===== src/rtl/fetch_stage.sv =====
// Instruction fetch stage: drives the instruction-memory request, registers fetched words into
// IF/ID and redirects on branches resolved in decode. Parks a word acked during a stall.
module fetch_stage (
  input  logic        clk,
  input  logic        reset,
  output logic [63:0] pc,
  output logic        imem_req,
  input  logic        imem_ack,
  input  logic [31:0] imem_rdata,
  input  logic        stall,
  input  logic        br_taken,
  input  logic        uncond_br,
  input  logic        br_reg,
  input  logic [63:0] br_reg_val,
  output logic [31:0] if_id_instr,
  output logic [63:0] if_id_pc,
  output logic        if_id_valid,
  output logic [10:0] opcode
);

  typedef enum logic [1:0] {StBoot, StWait, StHold} state_e;

  state_e      r_state, w_state_d;
  logic [63:0] r_pc, w_pc_d;
  logic [31:0] r_instr, w_instr_d;
  logic [63:0] r_ifpc, w_ifpc_d;
  logic        r_valid, w_valid_d;
  logic [31:0] r_buf, w_buf_d;

  logic        w_redirect;
  logic [63:0] w_off19;
  logic [63:0] w_off26;
  logic [63:0] w_target;
  logic [63:0] w_pc_inc;

  always_comb begin
    w_redirect = br_taken & ~stall;
    w_off19    = {{45{r_instr[23]}}, r_instr[23:5]};
    w_off26    = {{38{r_instr[25]}}, r_instr[25:0]};
    w_target   = br_reg ? br_reg_val
                        : r_ifpc + ((uncond_br ? w_off26 : w_off19) << 2);
    w_pc_inc   = r_pc + 64'd4;
  end

  always_comb begin
    w_state_d = r_state;
    w_pc_d    = r_pc;
    w_instr_d = r_instr;
    w_ifpc_d  = r_ifpc;
    w_valid_d = r_valid;
    w_buf_d   = r_buf;
    if (w_redirect) begin
      // Redirect wins over everything, including an ack arriving this cycle.
      w_pc_d    = w_target;
      w_instr_d = 32'h0;
      w_valid_d = 1'b0;
      w_buf_d   = 32'h0;
      w_state_d = StWait;
    end else begin
      unique case (r_state)
        StBoot: begin
          w_instr_d = 32'h0;
          w_valid_d = 1'b0;
          w_state_d = StWait;
        end
        StWait: begin
          if (imem_ack && !stall) begin
            w_instr_d = imem_rdata;
            w_ifpc_d  = r_pc;
            w_valid_d = 1'b1;
            w_pc_d    = w_pc_inc;
          end else if (imem_ack) begin
            w_buf_d   = imem_rdata;
            w_state_d = StHold;
          end else if (!stall) begin
            w_instr_d = 32'h0;
            w_valid_d = 1'b0;
          end
        end
        StHold: begin
          if (!stall) begin
            w_instr_d = r_buf;
            w_ifpc_d  = r_pc;
            w_valid_d = 1'b1;
            w_pc_d    = w_pc_inc;
            w_state_d = StWait;
          end
        end
        default: w_state_d = StBoot;
      endcase
    end
  end

  always_ff @(posedge clk or negedge reset) begin
    if (!reset) begin
      r_state <= StBoot;
      r_pc    <= 64'h0;
      r_instr <= 32'h0;
      r_ifpc  <= 64'h0;
      r_valid <= 1'b0;
      r_buf   <= 32'h0;
    end else begin
      r_state <= w_state_d;
      r_pc    <= w_pc_d;
      r_instr <= w_instr_d;
      r_ifpc  <= w_ifpc_d;
      r_valid <= w_valid_d;
      r_buf   <= w_buf_d;
    end
  end

  assign pc          = r_pc;
  assign imem_req    = (r_state == StWait);
  assign if_id_instr = r_instr;
  assign if_id_pc    = r_ifpc;
  assign if_id_valid = r_valid;
  assign opcode      = r_instr[31:21];

endmodule


===== config.mk =====
export PLATFORM = sky130hd
export DESIGN_NAME = fetch_stage
export DESIGN_NICKNAME = d
export VERILOG_FILES = /design/src/rtl/fetch_stage.sv
export SDC_FILE = /design/constraint.sdc
export NUM_CORES = 1
export LEC_CHECK = 0
export BUFFER_PORTS_ARGS = -buffer_cell sky130_fd_sc_hd__buf_4
export CORE_UTILIZATION = 40
export DETAILED_ROUTE_END_ITERATION = 8
export PLACE_DENSITY = 0.59
export SYNTH_ARGS = -nofsm -noshare
export SYNTH_HDL_FRONTEND = slang
export SYNTH_SLANG_ARGS = --single-unit

===== constraint.sdc =====
create_clock -name clk -period 7.82 [get_ports clk]
set_input_delay 0.782 -clock clk [delete_from_list [all_inputs] [get_ports clk]]
set_output_delay 0.782 -clock clk [all_outputs]
set_load 0.01 [all_outputs]

==> results of run 1 <==
==> metrics by stage <==
step | setup WS, ns | cell area [sq um]
detailed placement | 3.30 | 15700
floorplan | 3.30 | 13400
global route | 3.56 | 16300
global placement | 3.37 | 15700
finish | 3.75 | 16300
CTS | 3.77 | 16300
==> final cells by class <==
class | instances | area, sq um
diodes | 1 | 2.50
clock buffers | 17 | 425
clock inverters | 15 | 165
fillers | 3182 | 16400
inverters | 25 | 93.8
multi-input cells | 1175 | 7980
flip-flops and latches | 195 | 4880
well taps | 442 | 553
repair buffers | 290 | 2180
==> power by group <==
group | switching (W) | internal (W)
combinational | 0.00159 | 0.00128
clock | 0.000453 | 0.000455
sequential | 0.000435 | 0.00136
==> per-layer routing <==
| metal | GRT usage | up-vias | routed length, um |
|---|---|---|---|
| li1 | - | 5781 | - |
| met1 | 0.329 | 5697 | 19100 |
| met2 | 0.392 | 308 | 19100 |
| met3 | 0.0631 | 41 | 2750 |
| met4 | 0.0750 | 4 | 721 |
| met5 | 0 | - | 27 |
==> sequential cells by signal, indices dropped and copies added, names as in the netlist <==
register	flops
if_id_pc	64
pc	64
if_id_instr	32
r_buf	32
r_state	2
if_id_valid	1
==> how the worst max path moves through the flow <==
stage	start	to	slack [ns]	cells after the start
floorplan	uncond_br	pc[59]	3.30	16
global placement	uncond_br	pc[56]	3.37	15
detailed placement	uncond_br	pc[56]	3.30	15
CTS	uncond_br	pc[56]	3.77	15
global route	uncond_br	pc[61]	3.56	15
finish	uncond_br	pc[56]	3.75	15
==> kinds of logic (layout without fill, tap and decap cells) <==
logic type,after synthesis,in the layout,share of synthesized area
xor+xnor,112,112,0.0734
mux,94,94,0.0787
simple gates,494,494,0.176
compound gates,408,408,0.204
buf+inv,128,347,0.0395
flops,195,195,0.365
fa+ha+maj,67,67,0.0633
other cells,0,1,0
==> critical path, delay by kind of cell <==
family                   cells  cell delay [ns]
AO/OA/AOI/OAI                9             1.85
multiplexers                 2             0.71
adder cells (fa/ha/maj)      2             0.64
buffers and inverters        1             0.27
AND/OR/NAND/NOR              1             0.17
==> placed cells by master, fill, tap and decap left out, drive strengths merged, types with 24 or more instances in the layout <==
cell type  count
ha            66
a22oi         32
a211oi        46
xor2          53
mux2          86
nand2        201
inv           33
xnor2         59
a21oi        126
o21ai        100
nor2          95
buf          289
nand3         68
nor3          24
a21o          34
nand4         34
dfrtp        195
==> impl_results.md, run 1 <==
* Post-cts resize count at 0
* Largest net degree at the start of global routing at 93
* Worst-path clk slew at around 0.08 ns
* CP Launch Type: primary input
* Post-Syn Instances at ~1500
* Initial Util at 0.409
* CP Capture Type: flip-flop
* CP max stage cell: fa_1
* Min Tclk post-route at 4.07 ns
* Top_reg_cell synth: dfrtp_1
* Full die area at 0.0341 sq mm
* Cell Rows at 66
* Reg-to-reg endpoint: pc[59]
* Req. time, crit path at ~8 ns
* Register-to-Register Path Depth at 15
* P per Cell Area at 343 mW/mm^2
* IO Pins at approximately 280
* Mapped Avg Cell Area at 8.92 sq um
* Synth Cell Area at approximately 0.013 sq mm
* Core area at about 0.033 sq mm
* Fin nets at around 1900
* Worst clock skew at around 0.012 ns
* Vias in the first global route at about 12000
* Max Freq at approximately 250 MHz
* Setup violations, final at 0
* Hold_buf cts at 0
* CP peak stage delay at ~0.43 ns
* Final cell count without fillers at 2160
* Worst Path Max Fanout at 26
* Clock root buffer master: clkbuf_16
* Core Util, Final at 0.498
* Die Span X at approximately 180 um
* Cell taking the most area after synthesis: dfrtp_1
* Setup TNS at 0 ns
* Syn nets at roughly 1700
* Crit Path Category: primary input to flip-flop
* Buffers added on ports at 275
* EDFF count, synth at 0
* Cts bufs inserted at 17
* TritonCTS clock tree: done
* RSZ-0062 raised after global routing: no
* Critical path arrival at ~4.4 ns
* Gr usage total at 0.247
* Total routed wirelength at approximately 42 mm
* Final Hold Fails at 0
* Routed vias/inst at 5.48
* Post-synth top cells: 198 x nand2_1, 195 x dfrtp_1, 119 x a21oi_1, 92 x nor2_1
* Maximum vdd drop at approximately 0.20 mV
* Hold crit path type: primary input to async pin
* Worst r2r src: if_id_instr[23]
* Most used cell, CP: a21oi_2
* Post-CTS Setup Bufs at 0
* Yosys warns at 0
* Final hold slack at ~0.28 ns
* Yosys reg bits at 195
* Die Y at 185 um
* Area grow syn2layout at 21.8%
* Layout cell share with drive strength beyond 1 at 0.266
* Slew Limit Fails at 0
* Maxcap violations at 0
* Final HPWL DP at 31.1 mm
* CTS H-tree depth at 4
* Worst Tran Pin Value at between 1 and 1.5 ns
* FF-to-FF setup slack at ~4 ns
* Remaining global-route overflow at 0
* Number of antenna violations at the first check in global routing at 2
* Post-Place Cells at between 2000 and 2500
* Netlist cell types at 76
* Deepest clock path buffer count at 2
* DRC viols at 0
* Clock latency on the worst-skew pair at about 0.46 ns
* Cell with the most instances after synthesis: nand2_1
* Post-route ant nets at 0
* Overall power at 0.00558 W
* # clock sinks at approximately 200
* Routability-driven placement congestion ratio at 0.953
* First-pass detailed-route iteration total at 5
* DR vias at approximately 12000
* Initial DRC Count at 530
* LEAKAGE at between 7 and 8 nW
* Top cell type's share of synthesized area at 0.365
* CP Cell Sequence: buf_4 -> mux2_2 -> ha_1 -> fa_1 -> a21oi_2 -> o21ai_2 -> a21oi_4 -> o211ai_4 -> a211oi_2 -> nand3_2 -> a21oi_2 -> o31ai_4 -> a31oi_4 -> mux2_4 -> a221oi_2
* First-pass GRT wire length at 65.1 mm
* Sequential-to-total area share from yosys stat at 0.365
* Async S/R FF share, synth at 1.00
* Area contributors post-synth: dfrtp_1 37%, mux2_2 7.0%, ha_1 6.2%
* Status: finished clean
* Max-slew headroom at the worst pin at 0.316
* Routed len/inst at a little under 20 um
* Final critical-path share of the clock period at 0.521
Power figures use the tool's default switching activity.
==> run 2, diff against run 1 <==
--- a/config.mk
+++ b/config.mk
@@ -5,10 +5,11 @@
 export SDC_FILE = /design/constraint.sdc
 export NUM_CORES = 1
 export LEC_CHECK = 0
+export ABC_AREA = 1
 export BUFFER_PORTS_ARGS = -buffer_cell sky130_fd_sc_hd__buf_4
 export CORE_UTILIZATION = 40
 export DETAILED_ROUTE_END_ITERATION = 8
-export PLACE_DENSITY = 0.59
+export PLACE_DENSITY = 0.58
 export SYNTH_ARGS = -nofsm -noshare
 export SYNTH_HDL_FRONTEND = slang
 export SYNTH_SLANG_ARGS = --single-unit
==> constraint.sdc (replaced) <==
create_clock -name clk -period 4.1 [get_ports clk]
set_input_delay 0.41 -clock clk [delete_from_list [all_inputs] [get_ports clk]]
set_output_delay 0.41 -clock clk [all_outputs]
set_load 0.01 [all_outputs]
==> impl_results.md, run 2 <==
* CP Launch Type: flip-flop
* Die Y at 204 um (+10%)
* Core area at 0.0399 sq mm (+22%)
* Total routed wirelength at 72.5 mm (+74%)
* Reg-to-reg endpoint: pc[50]
* Clock root buffer master: clkbuf_16
* CP max stage cell: nor4_1
* ANT cells at 0 (-1)
* P per Cell Area at 633 mW/mm^2 (+85%)
* Sequential-to-total area share from yosys stat at 0.300 (-0.0649)
* Routed vias/inst at 5.29 (-3.4%)
* FF-to-FF setup slack at 0.63 ns (-3.37 ns)
* RSZ-0062 raised after global routing: no
* Final cell count without fillers at 3370 (+56%)
* Register-to-Register Path Depth at 13 (-2)
* Deepest clock path buffer count at 2 (unchanged)
* First-pass detailed-route iteration total at 6 (+1)
* Most used cell, CP: nand2_1
* Final critical-path share of the clock period at 0.847
* Logic gate share of total power at 0.537 (+0.021)
* CP Cell Sequence: nand2_1 -> o21ai_2 -> buf_12 -> ha_1 -> nand2_1 -> inv_2 -> nand2_1 -> nor4_1 -> nand3_1 -> nand4_1 -> nand3_1 -> nand2_1 -> a21oi_1
* Failing checks: hold timing
* Status: finished with violations
* Max Freq at 288 MHz
* Remaining global-route overflow at 0 (unchanged)
* # clock sinks at 195 (unchanged)
* Full die area at 0.0414 sq mm (+21%)
* Post-CTS Setup Bufs at 0 (unchanged)
* Post-synth top cells: 685 x nand2_1, 470 x inv_1, 320 x nor2_1, 195 x dfrtp_1, 179 x o21ai_0
* Critical path arrival at 3.85 ns (-0.59 ns)
* Async S/R FF share, synth at 1.00 (unchanged)
* Maximum vdd drop at 0.548 mV (+180%)
* Worst Path Max Fanout at 37 (+42%)
* Worst r2r src: if_id_instr[23]
* DRC viols at 0 (unchanged)
* Internal power at 0.00593 W (+91%)
* Switch share at 0.517 (+0.0725)
* CP Capture Type: flip-flop
* Vias in the first global route at 16784 (+45%)
* Initial Util at 0.407 (-0.00154)
* Setup TNS at 0 ns (unchanged)
* Layout cell share with drive strength beyond 1 at 0.136 (-0.130)
* Req. time, crit path at 4.48 ns (-3.71 ns)
* Largest net degree at the start of global routing at 106 (+14%)
* Yosys reg bits at 195 (unchanged)
* Switching Power at 0.00635 W (+160%)
* Most frequent cells in the layout: 683 x nand2_1, 469 x inv_1, 320 x nor2_1
* CTS H-tree depth at 4 (unchanged)
* Cts bufs inserted at 17 (unchanged)
* Area contributors post-synth: dfrtp_1 30%, nand2_1 16%, inv_1 11%
* CP peak stage delay at 0.60 ns (+0.17 ns)
* Crit Path Category: flip-flop to flip-flop
* Routability-driven placement congestion ratio at 1.07 (+12%)
* Cell with the most instances after synthesis: nand2_1
* Maxcap violations at 0 (unchanged)
* Hold crit path type: primary input to async pin
* Gr usage total at 0.351 (+0.104)
* Final Hold Fails at 7 (+7)
* Netlist cell types at 47 (-38%)
* Routed len/inst at 21.5 um (+11%)
* CP top delay family: simple AND/OR/NAND/NOR gates
* TritonCTS clock tree: done
* Max-slew headroom at the worst pin at 0.252 (-0.0641)
* Worst-path clk slew at 0.08 ns (about the same)
* DR vias at 17830 (+51%)
* Post-cts resize count at 0 (unchanged)
* Leading cell type in the layout, fill and taps excluded: nand2_1
* Clock latency on the worst-skew pair at 0.50 ns (+0.04 ns)
* Power share of the clock group at 0.143 (-0.020)
* Post-Place Cells at 3338 (+57%)
* Buffers added on ports at 275 (unchanged)
* Min Tclk post-route at around 3.5 ns
* Cell taking the most area after synthesis: dfrtp_1
* Hold_buf cts at 0 (unchanged)
* EDFF count, synth at 0 (unchanged)
* Fin nets at 3002 (+60%)
* Cell Rows at 73 (+11%)
* Top_reg_cell synth: dfrtp_1
* Worst clock skew at 0.0151 ns (+0.00313 ns)
* Number of antenna violations at the first check in global routing at 0 (-2)
* IO Pins at 276 (unchanged)
* Synth Cell Area at 0.0163 sq mm (+22%)
* First-pass GRT wire length at 107 mm (+64%)
* Overall power at 0.0123 W (+120%)
* Post-Syn Instances at 2601 (+74%)
* Slew Limit Fails at 0 (unchanged)
* LEAKAGE at 10.3 nW (+38%)
* Die Span X at 204 um (+10%)
* Syn nets at 2771 (+66%)
* Crit path launch: if_id_instr[23]
* Part of the power in registers at 0.320 (-0.002)
* Final hold slack at -0.0412 ns (-0.316 ns)
* Area grow syn2layout at 19.5%
* Mapped Avg Cell Area at 6.25 sq um (-30%)
* Initial DRC Count at 1556 (+190%)
* Post-route ant nets at 0 (unchanged)
* Worst Tran Pin Value at 1.12 ns (+0.0949 ns)
* Yosys warns at 0 (unchanged)
* Setup violations, final at 0 (unchanged)
* Crit path buffers/inverters at 2 (+1)
* Top cell type's share of synthesized area at 0.300 (-0.0649)
* Final HPWL DP at 59.5 mm (+91%)
==> run 2: cell type report <==
type / instances / area (sq um)
inverters: 493 / 1850
clock buffers: 18 / 429
multi-input cells: 1828 / 9170
well taps: 525 / 657
clock inverters: 14 / 160
repair buffers: 297 / 2270
flip-flops and latches: 195 / 4880
fillers: 4275 / 20500
==> run 2: worst register-to-register path, delay by kind of cell, from the launching register on <==
family / cells / cell delay (ns)
AOI/OAI and AO/OA: 2 / 0.17
buffers and inverters: 2 / 0.26
DFF: 1 / 0.45
adders and majority gates: 1 / 0.49
and+or+nand+nor: 8 / 1.99
==> run 2: how the worst max path moves through the flow <==
| stage | slack, ns | endpoint | cells past startpoint |
|---|---|---|---|
| 5_1_grt | 0.51 | pc[50] | 13 |
| 4_1_cts | 0.73 | pc[50] | 13 |
| 6_report | 0.63 | pc[50] | 13 |
| 3_5_place_dp | 0.44 | pc[50] | 15 |
| 2_1_floorplan | 0.37 | pc[63] | 18 |
| 3_3_place_gp | 0.40 | pc[50] | 15 |
==> run 2: power groups by stage <==
stage / sequential (W) / combinational, W / clock [W]
floorplan: 0.00365 / 0.00351 / 0
global placement: 0.00396 / 0.00653 / 0
detailed placement: 0.00396 / 0.00655 / 0
CTS: 0.00393 / 0.00658 / 0.00178
global route: 0.00398 / 0.00723 / 0.00184
finish: 0.00393 / 0.00660 / 0.00175
==> run 2: stage by stage <==
| stage | hold WS, ns | instance area (sq um) | util | setup WS [ns] |
|---|---|---|---|---|
| global route | 0.0517 | 19400 | 0.487 | 0.510 |
| global placement | 0.490 | 18800 | 0.472 | 0.401 |
| floorplan | 0.114 | 16300 | - | 0.367 |
| detailed placement | 0.508 | 18800 | 0.472 | 0.435 |
| CTS | 0.0220 | 19400 | 0.487 | 0.734 |
| finish | -0.0412 | 19400 | 0.487 | 0.627 |
==> run 2: per-layer routing <==
layer,vias to the layer above,part of all wire,GRT usage
met2,681,0.46,0.569
li1,8677,-,-
met1,8353,0.42,0.451
met4,0,0.057,0.196
met5,-,0,0
met3,119,0.055,0.0465
==> run 2: logic make-up (layout without fill, tap and decap cells) <==
logic type                 count (synthesis)  count (layout)  synth area share
and+or+nand+nor                         1231            1231             0.314
buffers and inverters                    578             822             0.137
AOI/OAI and AO/OA                        445             445             0.151
DFF                                      195             195             0.300
xor gates and xnor gates                  80              80            0.0431
adders and majority gates                 67              67            0.0520
muxes                                      5               5           0.00346
